File: src/rtl/qcl_breath_gen.sv
// Multi-channel heartbeat / LED pattern generator: per-channel event counter with
// programmable period driving toggle, pulse or triangle-ramped PWM ("breathing") outputs.
module qcl_breath_gen #(
   parameter int unsigned channels_p       = 4,
   parameter int unsigned width_p          = 24,
   parameter int unsigned default_period_p = 32'd10_000_000,
   parameter logic [1:0]  default_mode_p   = 2'd1,
   localparam int unsigned ch_w_lp         = (channels_p > 1) ? $clog2(channels_p) : 1
) (
   input  logic                  clk_i,
   input  logic                  reset_i,
   input  logic [channels_p-1:0] en_i,
   input  logic                  cfg_v_i,
   input  logic [ch_w_lp-1:0]    cfg_ch_i,
   input  logic [1:0]            cfg_mode_i,
   input  logic [width_p-1:0]    cfg_period_i,
   output logic [channels_p-1:0] o,
   output logic [channels_p-1:0] tick_o
);

   localparam logic [1:0] mode_off_lp    = 2'd0;
   localparam logic [1:0] mode_toggle_lp = 2'd1;
   localparam logic [1:0] mode_pulse_lp  = 2'd2;
   localparam logic [1:0] mode_breath_lp = 2'd3;

   logic [width_p-1:0] p_q [channels_p];
   logic [width_p-1:0] p_n [channels_p];
   logic [width_p-1:0] c_q [channels_p];
   logic [width_p-1:0] c_n [channels_p];
   logic [1:0]         m_q [channels_p];
   logic [1:0]         m_n [channels_p];
   logic [7:0]         w_q [channels_p];
   logic [7:0]         w_n [channels_p];
   logic [7:0]         d_q [channels_p];
   logic [7:0]         d_n [channels_p];
   logic [channels_p-1:0] dir_q, dir_n;
   logic [channels_p-1:0] o_n, tick_n;

   logic cfg_in_range;
   assign cfg_in_range = 32'(cfg_ch_i) < channels_p;

   // Next-state for every channel; a config write beats any event on its channel
   always_comb begin
      logic       ev;
      logic       wrap;
      logic       hit;
      logic [7:0] w_nx;
      dir_n  = dir_q;
      o_n    = o;
      tick_n = '0;
      for (int unsigned i = 0; i < channels_p; i++) begin
         p_n[i] = p_q[i];
         m_n[i] = m_q[i];
         c_n[i] = c_q[i];
         w_n[i] = w_q[i];
         d_n[i] = d_q[i];
         ev     = en_i[i] && (m_q[i] != mode_off_lp);
         wrap   = ev && (c_q[i] == p_q[i]);
         hit    = cfg_v_i && cfg_in_range && (cfg_ch_i == ch_w_lp'(i));
         w_nx   = w_q[i] + 8'd1;

         if (hit) begin
            p_n[i]    = cfg_period_i;
            m_n[i]    = cfg_mode_i;
            c_n[i]    = '0;
            w_n[i]    = '0;
            d_n[i]    = '0;
            dir_n[i]  = 1'b0;
            o_n[i]    = 1'b0;
            tick_n[i] = 1'b0;
         end else if (m_q[i] == mode_off_lp) begin
            c_n[i]    = '0;
            w_n[i]    = '0;
            d_n[i]    = '0;
            dir_n[i]  = 1'b0;
            o_n[i]    = 1'b0;
         end else begin
            tick_n[i] = wrap;
            if (m_q[i] == mode_pulse_lp) begin
               o_n[i] = wrap;
            end
            if (ev) begin
               c_n[i] = wrap ? '0 : c_q[i] + width_p'(1);
               if (m_q[i] == mode_toggle_lp && wrap) begin
                  o_n[i] = ~o[i];
               end
               if (m_q[i] == mode_breath_lp) begin
                  w_n[i] = w_nx;
                  o_n[i] = w_nx < d_q[i];
                  // Triangle ramp reflects at both ends rather than saturating
                  if (wrap) begin
                     if (!dir_q[i]) begin
                        if (d_q[i] == 8'd255) begin
                           d_n[i]   = 8'd254;
                           dir_n[i] = 1'b1;
                        end else begin
                           d_n[i] = d_q[i] + 8'd1;
                        end
                     end else begin
                        if (d_q[i] == 8'd0) begin
                           d_n[i]   = 8'd1;
                           dir_n[i] = 1'b0;
                        end else begin
                           d_n[i] = d_q[i] - 8'd1;
                        end
                     end
                  end
               end
            end
         end
      end
   end

   // State and output registers
   always_ff @(posedge clk_i) begin
      if (reset_i) begin
         for (int unsigned i = 0; i < channels_p; i++) begin
            p_q[i] <= width_p'(default_period_p);
            m_q[i] <= default_mode_p;
            c_q[i] <= '0;
            w_q[i] <= '0;
            d_q[i] <= '0;
         end
         dir_q  <= '0;
         o      <= '0;
         tick_o <= '0;
      end else begin
         for (int unsigned i = 0; i < channels_p; i++) begin
            p_q[i] <= p_n[i];
            m_q[i] <= m_n[i];
            c_q[i] <= c_n[i];
            w_q[i] <= w_n[i];
            d_q[i] <= d_n[i];
         end
         dir_q  <= dir_n;
         o      <= o_n;
         tick_o <= tick_n;
      end
   end

endmodule
File: config.mk
export PLATFORM = sky130hd
export DESIGN_NAME = qcl_breath_gen
export DESIGN_NICKNAME = d
export VERILOG_FILES = /design/src/rtl/qcl_breath_gen.sv
export SDC_FILE = /design/constraint.sdc
export NUM_CORES = 1
export LEC_CHECK = 0
export CORE_MARGIN = 3
export CORE_UTILIZATION = 67
export DETAILED_ROUTE_END_ITERATION = 8
export PLACE_DENSITY = 0.95
export SETUP_SLACK_MARGIN = 0.15
export SLEW_MARGIN = 15
export SYNTH_ARGS = -nofsm -noshare
export SYNTH_HDL_FRONTEND = slang
export SYNTH_SLANG_ARGS = --single-unit
File: constraint.sdc
create_clock -name clk_i -period 3.25 [get_ports clk_i]
set_input_delay 0.65 -clock clk_i [delete_from_list [all_inputs] [get_ports clk_i]]
set_output_delay 0.65 -clock clk_i [all_outputs]
set_load 0.1 [all_outputs]
### Yosys cells after proc, flatten, opt, wreduce, memory -nomap -nowiden

Memories as Yosys holds them, arrays and structs flattened.
Cells that the tools add are included.

* bitwise logic cells: 24
* reductions and logical operators: 37
* muxes and demuxes: 123
* add/subtract/negate cells: 16
* magnitude comparators: 4
* equal/unequal tests: 23

Operators with widths (count)
* 24-bit 2-to-1 mux: 28
* 8-bit 2-to-1 mux: 56
* 24-bit by 1-bit adder with 24-bit output, second input constant: 4
* 24-bit == test: 4
* 8-bit by 1-bit adder with 8-bit output, second input constant: 8
* 8-bit == test, second input constant: 4
* 8-bit zero test: 4
* 8-bit less-than comparator: 4
* 8-bit by 1-bit subtractor with 8-bit output, second input constant: 4
* 1-bit 2-to-1 mux: 31
* 2-bit == test, second input constant: 10
* 1-bit OR: 20
* 1-bit logical AND: 16
* 2-bit 2-to-1 mux: 8
* 3-bit AND reduction: 4
* 3-bit OR reduction: 4
* 2-bit by 1-bit == test with 1-bit output, second input constant: 5
* 2-bit zero test: 5
* 2-bit nonzero test: 4
* 1-bit NOT: 4

* word-level logic and storage cells: 244
* bits in registers: 12
* input bits: 35
* memories kept: 5
* RAM bits: 264
* output and inout bits: 8

Memories
* c_q: depth 4, width 24, rd ports 4, clocked after Yosys merged registers in 0, write ports 4, line 28 `logic [width_p-1:0] c_q [channels_p];`
* p_q: depth 4, width 24, rd ports 4, clocked after Yosys merged registers in 0, write ports 4, line 26 `logic [width_p-1:0] p_q [channels_p];`
* d_q: depth 4, width 8, rd ports 4, clocked after Yosys merged registers in 0, write ports 4, line 34 `logic [7:0] d_q [channels_p];`
* w_q: depth 4, width 8, rd ports 4, clocked after Yosys merged registers in 0, write ports 4, line 32 `logic [7:0] w_q [channels_p];`
* m_q: depth 4, width 2, rd ports 4, clocked after Yosys merged registers in 0, write ports 4, line 30 `logic [1:0] m_q [channels_p];`

### Longest topological paths before layout

An unclocked memory read counts as a cell.

* word-level depth: 10
* mapped depth: 10

### Worst setup path before layout

No wires, ideal clock.

* kind: input -> register
* start: in cfg_ch_i[1]
* end: reg tick_o[0]
* path slack: 0.995 ns
* stages on the path: 6
* arrival: 2.136 ns
* data required time: 3.131 ns
* path buffers: 3
* cell sequence: buf_2 nor3b_1 or3_1 clkbuf_1 buf_2 nor2_1

* longest elaborated chain between the ends: 3

RTL lines
* start: declaration: line 14 `input logic [ch_w_lp-1:0] cfg_ch_i,`
* 2-bit zero test: line 59 `hit = cfg_v_i && cfg_in_range && (cfg_ch_i == ch_w_lp'(i));`
* 1-bit logical AND: line 59
* 3-bit OR reduction (no source line)
* end signal: assignment: line 137 `tick_o <= tick_n;`
* end: declaration: line 18 `output logic [channels_p-1:0] tick_o`

Every way passes these cells.
A chain may end at the register's enable or synchronous reset.

==> summary.txt <==
Run status
  • Status: complete, no violations

Setup path
  • Reg2reg setup slack: 0.70 ns
  • Crit. Startpoint: w_q[3][2]
  • Critical path data arrival time: 3.02 ns
  • RR Endpoint: o[3]
  • RR Startpoint: w_q[3][2]
  • Data required time at the worst endpoint: 3.72 ns
  • Critical Path Sink Type: flop
  • CP Launch Type: flop
  • Reg2Reg Depth: 9
  • Critical Path Sink: o[3]
  • Crit Path Max Fanout: 4
  • Kind of critical path: reg -> reg

CTS
  • Clock root buffer: clkbuf_16
  • Post-CTS Setup Bufs: 0
  • Number of buffers inserted by hold repair at cts: 0
  • Clock tree buffer depth: 3
  • Clk_lat worst skew: 0.56 ns
  • CTS tree: yes
  • CTS-repair resized insts: 0
  • Clock transition at path regs: 0.06 ns
  • Sink Count: 276
  • Inserted Clock Buffers: 29
  • H-tree levels: 1

Route
  • TritonRoute pass-1 iters: 6
  • DRC viols: 0
  • Total number of vias: 13100
  • Routed WL: 37.4 mm
  • Starting DRT DRC Count: 1550
  • Via/cell ratio: 6.26
  • Drt wl/cell: 17.8 microns
  • Antenna Violating Nets Remaining: 0

Die
  • Core Box Area: 20600 sq um
  • I/O Pins: 43
  • Die Y: 152 microns
  • Initial Util: 69.5%
  • Die Width: 152 microns
  • Std-Cell Rows: 52
  • Die area: 23200 sq um

STA
  • Final setup violation count: 0
  • Min Clock Period, post-route: 2.55 ns
  • RSZ-0062 raised after global routing: false
  • Clock skew: 0.0187 ns
  • F_max: 392 MHz
  • Tcrit/Tclk final: 78.4%
  • Slew @ Worst Pin: 0.908 ns
  • Final TNS setup: 0 ns
  • Setup WS post-layout: 0.701 ns
  • Slew HR: 39.0%
  • Hold Violations, Final: 0
  • Slew Viols, Final: 0

Yosys
  • Number of distinct library cells after synthesis: 71
  • Syn_area_per_cell: 8.02 sq um
  • Asr flop ratio synth: 0%
  • Post-Synthesis Net Count: 1866
  • Ys Warns: 0
  • Post-synth EDFFs: 0
  • Most used DFF post-synth: dfxtp_1
  • FF+latch count, synth: 276
  • Sequential share of the synthesized area: 38.5%
  • Syn Inst Count: 1787
  • Synthesized area: 14300 sq um

Global routing
  • Pin count of the biggest net entering global routing: 69
  • Number of global-route vias before repair: 12600
  • All-layer global routing usage: 30.7%
  • GRT overflow: 0
  • First-pass GRT wire length: 61.1 mm
  • Initial antenna violation count: 0

Layout
  • Post-layout util: 77.0%
  • Inserted Diodes: 0
  • Non-filler cells, final: 2099
  • Area growth syn-to-layout: 10.8%
  • Layout cells sized above 1: 5.96%
  • Final #Nets: 1886

Power and ir drop
  • Pwr dens: 455 nW/um^2
  • Leakage: 5.89 nW
  • VDD IR max: 0.000430 V

Place
  • Dpl hpwl: 25.4 mm
  • Dpl cells: 2046
  • Setup WS pre-CTS: 0.326 ns
  • Port-buffer cells: 42
  • Final Wtd Congestion: 0.928

Job
  • MaxCap Viol Count: 0

Hold path
  • Worst min-delay path category: reg -> reg
  • Worst Hold Depth: 2
[cell usage after synthesis, drive strengths merged (7+ instances only)]
cell	instances	area share, %
a211oi	11	0.58
a21oi	119	4.2
a31oi	13	0.57
and2	7	0.31
and3	10	0.44
and4	10	0.61
buf	14	0.55
clkbuf	66	1.7
dfxtp	276	39
ha	44	3.8
inv	54	1.4
mux2i	8	0.56
nand2	304	8.0
nand2b	9	0.39
nand3	67	2.4
nand3b	44	2.3
nand4	56	2.4
nor2	203	5.3
nor3	35	1.3
nor4	25	1.3
o211ai	7	0.37
o21a	7	0.37
o21ai	41	1.5
o21bai	7	0.37
o31ai	7	0.37
or2	10	0.44
or3	18	0.79
xnor2	118	7.2
xor2	124	7.6
[critical path: stages, from the launching register on]
cell and delay (ns):
dfxtp_1 0.40, nand3_1 0.17, or2_2 0.36, xnor2_1 0.13, ha_1 0.30, a21o_1 0.18, a21o_1 0.16, a2111oi_0 0.46
a2111oi_0 0.15, a21oi_1 0.15
[layer usage]
| metal | GRT usage [%] | wire length [microns] |
|---|---|---|
| met1 | 39.6 | 15200 |
| met2 | 51.9 | 17600 |
| met3 | 4.54 | 3000 |
| met4 | 12.5 | 1560 |
| met5 | 0 | 0 |
[logic make-up (layout without fill, tap and decap cells)]
| logic type | count (synthesis) | after routing | synth area share, % |
|---|---|---|---|
| xor+xnor | 242 | 242 | 14.8 |
| simple gates | 815 | 815 | 26.9 |
| mux | 9 | 9 | 0.637 |
| compound gates | 267 | 267 | 11.5 |
| flops | 276 | 276 | 38.5 |
| buf+inv | 134 | 176 | 3.70 |
| fa+ha+maj | 44 | 44 | 3.84 |
[flip-flops by register name, summed over array words and instances (netlist names)]
register,cells
m_q,8
dir_q,4
tick_o,4
d_q,32
c_q,96
o,4
p_q,96
w_q,32
[worst min-delay path by stage]
stage | end | slack, ns | startpoint
after CTS | p_q[3][20] | 0.46 | reset_i
after global placement | p_q[3][4] | 0.45 | p_q[3][4]
after global routing | p_q[3][20] | 0.45 | reset_i
after detailed placement | p_q[0][22] | 0.46 | p_q[0][22]
after floorplan | p_q[0][0] | 0.45 | p_q[0][0]
final | p_q[0][22] | 0.47 | p_q[0][22]
[cells in the final DEF, fill, tap and decap left out, types with 5 or more instances in the layout]
cell / instances
clkdlybuf4s50_1: 33
xor2_1: 124
ha_1: 44
or2_2: 10
o21ai_0: 40
a21oi_1: 119
nor2_1: 202
nand2_1: 304
o22ai_1: 6
a21o_1: 6
mux2i_1: 8
dfxtp_1: 276
nand3_1: 66
clkbuf_8: 7
o21bai_1: 7
a211oi_1: 11
o31ai_1: 7
and4_1: 10
buf_4: 35
clkbuf_16: 29
o211ai_1: 7
and2_1: 7
or3_1: 18
o21a_1: 7
nand3b_1: 44
inv_1: 54
clkbuf_1: 9
a31oi_1: 13
xnor2_1: 118
and3_1: 10
nor4_1: 21
nand4_1: 56
nand2b_1: 9
nor2b_1: 5
nor3_1: 33
[through the flow]
step / hold slack, ns / total power [W] / cell area (sq um)
floorplan: 0.448 / 0.00385 / 14300
global placement: 0.455 / 0.00401 / 14900
detailed placement: 0.460 / 0.00403 / 14900
CTS: 0.459 / 0.00723 / 15900
global route: 0.453 / 0.00743 / 15900
finish: 0.465 / 0.00723 / 15900
[power breakdown]
group          switching [W]  internal (W)
clock                0.00137       0.00188
sequential         0.0000635       0.00345
combinational       0.000307      0.000167
[final cells by class]
cell class	count	area (sq um)
Tap cell	270	338
Clock buffer	45	856
Sequential cell	276	5530
Timing Repair Buffer	69	598
Clock inverter	8	75.1
Fill cell	1293	4740
Multi-Input combinational cell	1377	8290
Inverter	54	203
Power figures use the tool's default switching activity.
==> patch (same flow settings) <==
Change the parameter `default_period_p` from 32'd10_000_000 to 32'd5000000.
--- a/src/rtl/qcl_breath_gen.sv
+++ b/src/rtl/qcl_breath_gen.sv
@@ -4,5 +4,5 @@
    parameter int unsigned channels_p       = 4,
    parameter int unsigned width_p          = 24,
-   parameter int unsigned default_period_p = 32'd10_000_000,
+   parameter int unsigned default_period_p = 32'd5000000,
    parameter logic [1:0]  default_mode_p   = 2'd1,
    localparam int unsigned ch_w_lp         = (channels_p > 1) ? $clog2(channels_p) : 1
Check against the original RTL: no difference found for any inputs over 4 cycles, from zero or initial values; that may be too few to reach the edited logic, so the function may still have changed.
==> patch against the unedited design <==
  * Setup slack worse by 0.19 ns
  * Sequential share of layout area is 0.19 points lower
  * Area after synthesis is 0.45% higher
  * Sequential power hardly changed
  * Core utilization is 0.17 points higher
  * Routed wire length is 1.6% higher
  * Total power is 3.5% higher
  * Cell area is 0.54% higher
  * Sequential cell count stayed put
  * Clock power is 8.0% higher
  * Hold slack worse by 0.0025 ns
  * Count of clock-buffer cells in the layout is 13 lower
  * Global-route usage is 0.57 points higher
  * Largest cell class unchanged
==> patch: results (changes against the unedited design) <==
[routing]
wl_mm=38.01  ; +1.6%
drt-pass1-iter-count=5  ; -1
viasPerCell=6.285  ; +0.33%
drt_iter0_markers=1299  ; -16%

[worst_hold_path]
hp-class=input pin to flop

[global_routing]
grt_max_degree=81  ; +17%
grt_usage_pct=31.31  ; +0.57 points
grt_pass1_wl_mm=62.24  ; +1.9%
grt_pass1_vias=12730  ; +0.73%

[worst_setup_path]
slowest_stage=dfxtp_1
cp.arrival_ns=3.21  ; +0.19 ns
cp_slowest_stage_delay_ns=0.42  ; -0.04 ns
crit_family=simple AND/OR/NAND/NOR gates

[clocking]
post_cts_buffers=0  ; unchanged
clkSlewWorstSetupHoldPaths_ns=0.06  ; about the same
cts_buffers=28  ; -3.4%

[layout]
fillers=1286  ; -0.54%
layout-drive-gt1-share_pct=5.467  ; -0.49 points
top_regs=c_q: 96 flops, p_q: 96 flops
multi_input_area_um2=8334  ; +0.59%
num_antenna_cells=0  ; unchanged
nets=1886  ; unchanged

[outcome]
status=complete, no violations

[pwr]
leakage_nw=5.940  ; +0.81%
vdd.ir_drop.worst_mv=0.5114  ; +19%

[place]
post-dp-hpwl_mm=24.98  ; -1.7%
post-place-ws_ns=0.2712  ; -0.05523 ns
placed_area_um2=14960  ; about the same
gp_congestion=0.9003  ; -3.0%
dpl.cell_count=2047  ; +0.049%

[synthesis]
synth_compound_area_share_pct=10.64  ; -0.90 points
muxShareOfSynthArea_pct=0.9819  ; +0.34 points
synthXorXnorAreaFrac_pct=14.78  ; about the same
ys_top_cells_by_count=nand2_1, dfxtp_1, nor2_1
ys_seq_area_share_pct=38.37  ; -0.17 points
synthTopCellsByArea=dfxtp_1, nand2_1, xnor2_1, xor2_1, nor2_1
synth_fa_ha_area_share_pct=3.823  ; -0.017 points
syn-mean-instance-area_um2=8.022  ; about the same
ys_types=68  ; -4.2%

[timing]
slew_headroom_pct=49.04  ; +10 points
clock_skew_ns=0.02090  ; +0.002238 ns

## patch: cell types whose count changed after synthesis, sizes merged, moves of 6 or more
cell / delta
and3: +23
a211oi: +9
a21oi: -9
buf: +9
clkbuf: -7
or4: +7
nand2: -6
nand2b: -6
o21bai: -6
## patch: layout make-up
class / count / area share, %
Clock buffer: 32 / 4.671
Clock inverter: 20 / 1.622
Inverter: 54 / 1.270
Multi-Input combinational cell: 1383 / 52.20
Sequential cell: 276 / 34.61
Tap cell: 270 / 2.116
Timing Repair Buffer: 64 / 3.511
## patch: final timing paths
path                                start  cells after the start                 endpoint  slack [ns]
setup reg to reg   w_q[1][2]$_SDFFE_PP0P_                     10          o[1]$_SDFF_PP0_        0.51
hold / removal                    reset_i                      2   m_q[1][1]$_SDFFE_PP0P_        0.46
hold reg to reg   p_q[2][17]$_SDFFE_PP0P_                      2  p_q[2][17]$_SDFFE_PP0P_        0.46
setup / recovery   w_q[1][2]$_SDFFE_PP0P_                     10          o[1]$_SDFF_PP0_        0.51
## patch: where the power goes
| part | internal, W | switching, W | leakage, nW | total, W |
|---|---|---|---|---|
| Clock | 0.00206 | 0.00145 | 0.495 | 0.00351 |
| Combinational | 0.000165 | 0.000306 | 3.21 | 0.000471 |
| Sequential | 0.00344 | 0.0000655 | 2.23 | 0.00351 |
| Total | 0.00567 | 0.00182 | 5.94 | 0.00749 |
## patch: per-layer routing
| metal | wire (um) | vias up | track usage [%] |
|---|---|---|---|
| met5 | 0 | - | 0 |
| met4 | 1712 | 0 | 14.89 |
| met3 | 3106 | 141 | 5.765 |
| met2 | 17820 | 661 | 51.44 |
| met1 | 15370 | 6204 | 39.99 |
| li1 | - | 6186 | - |
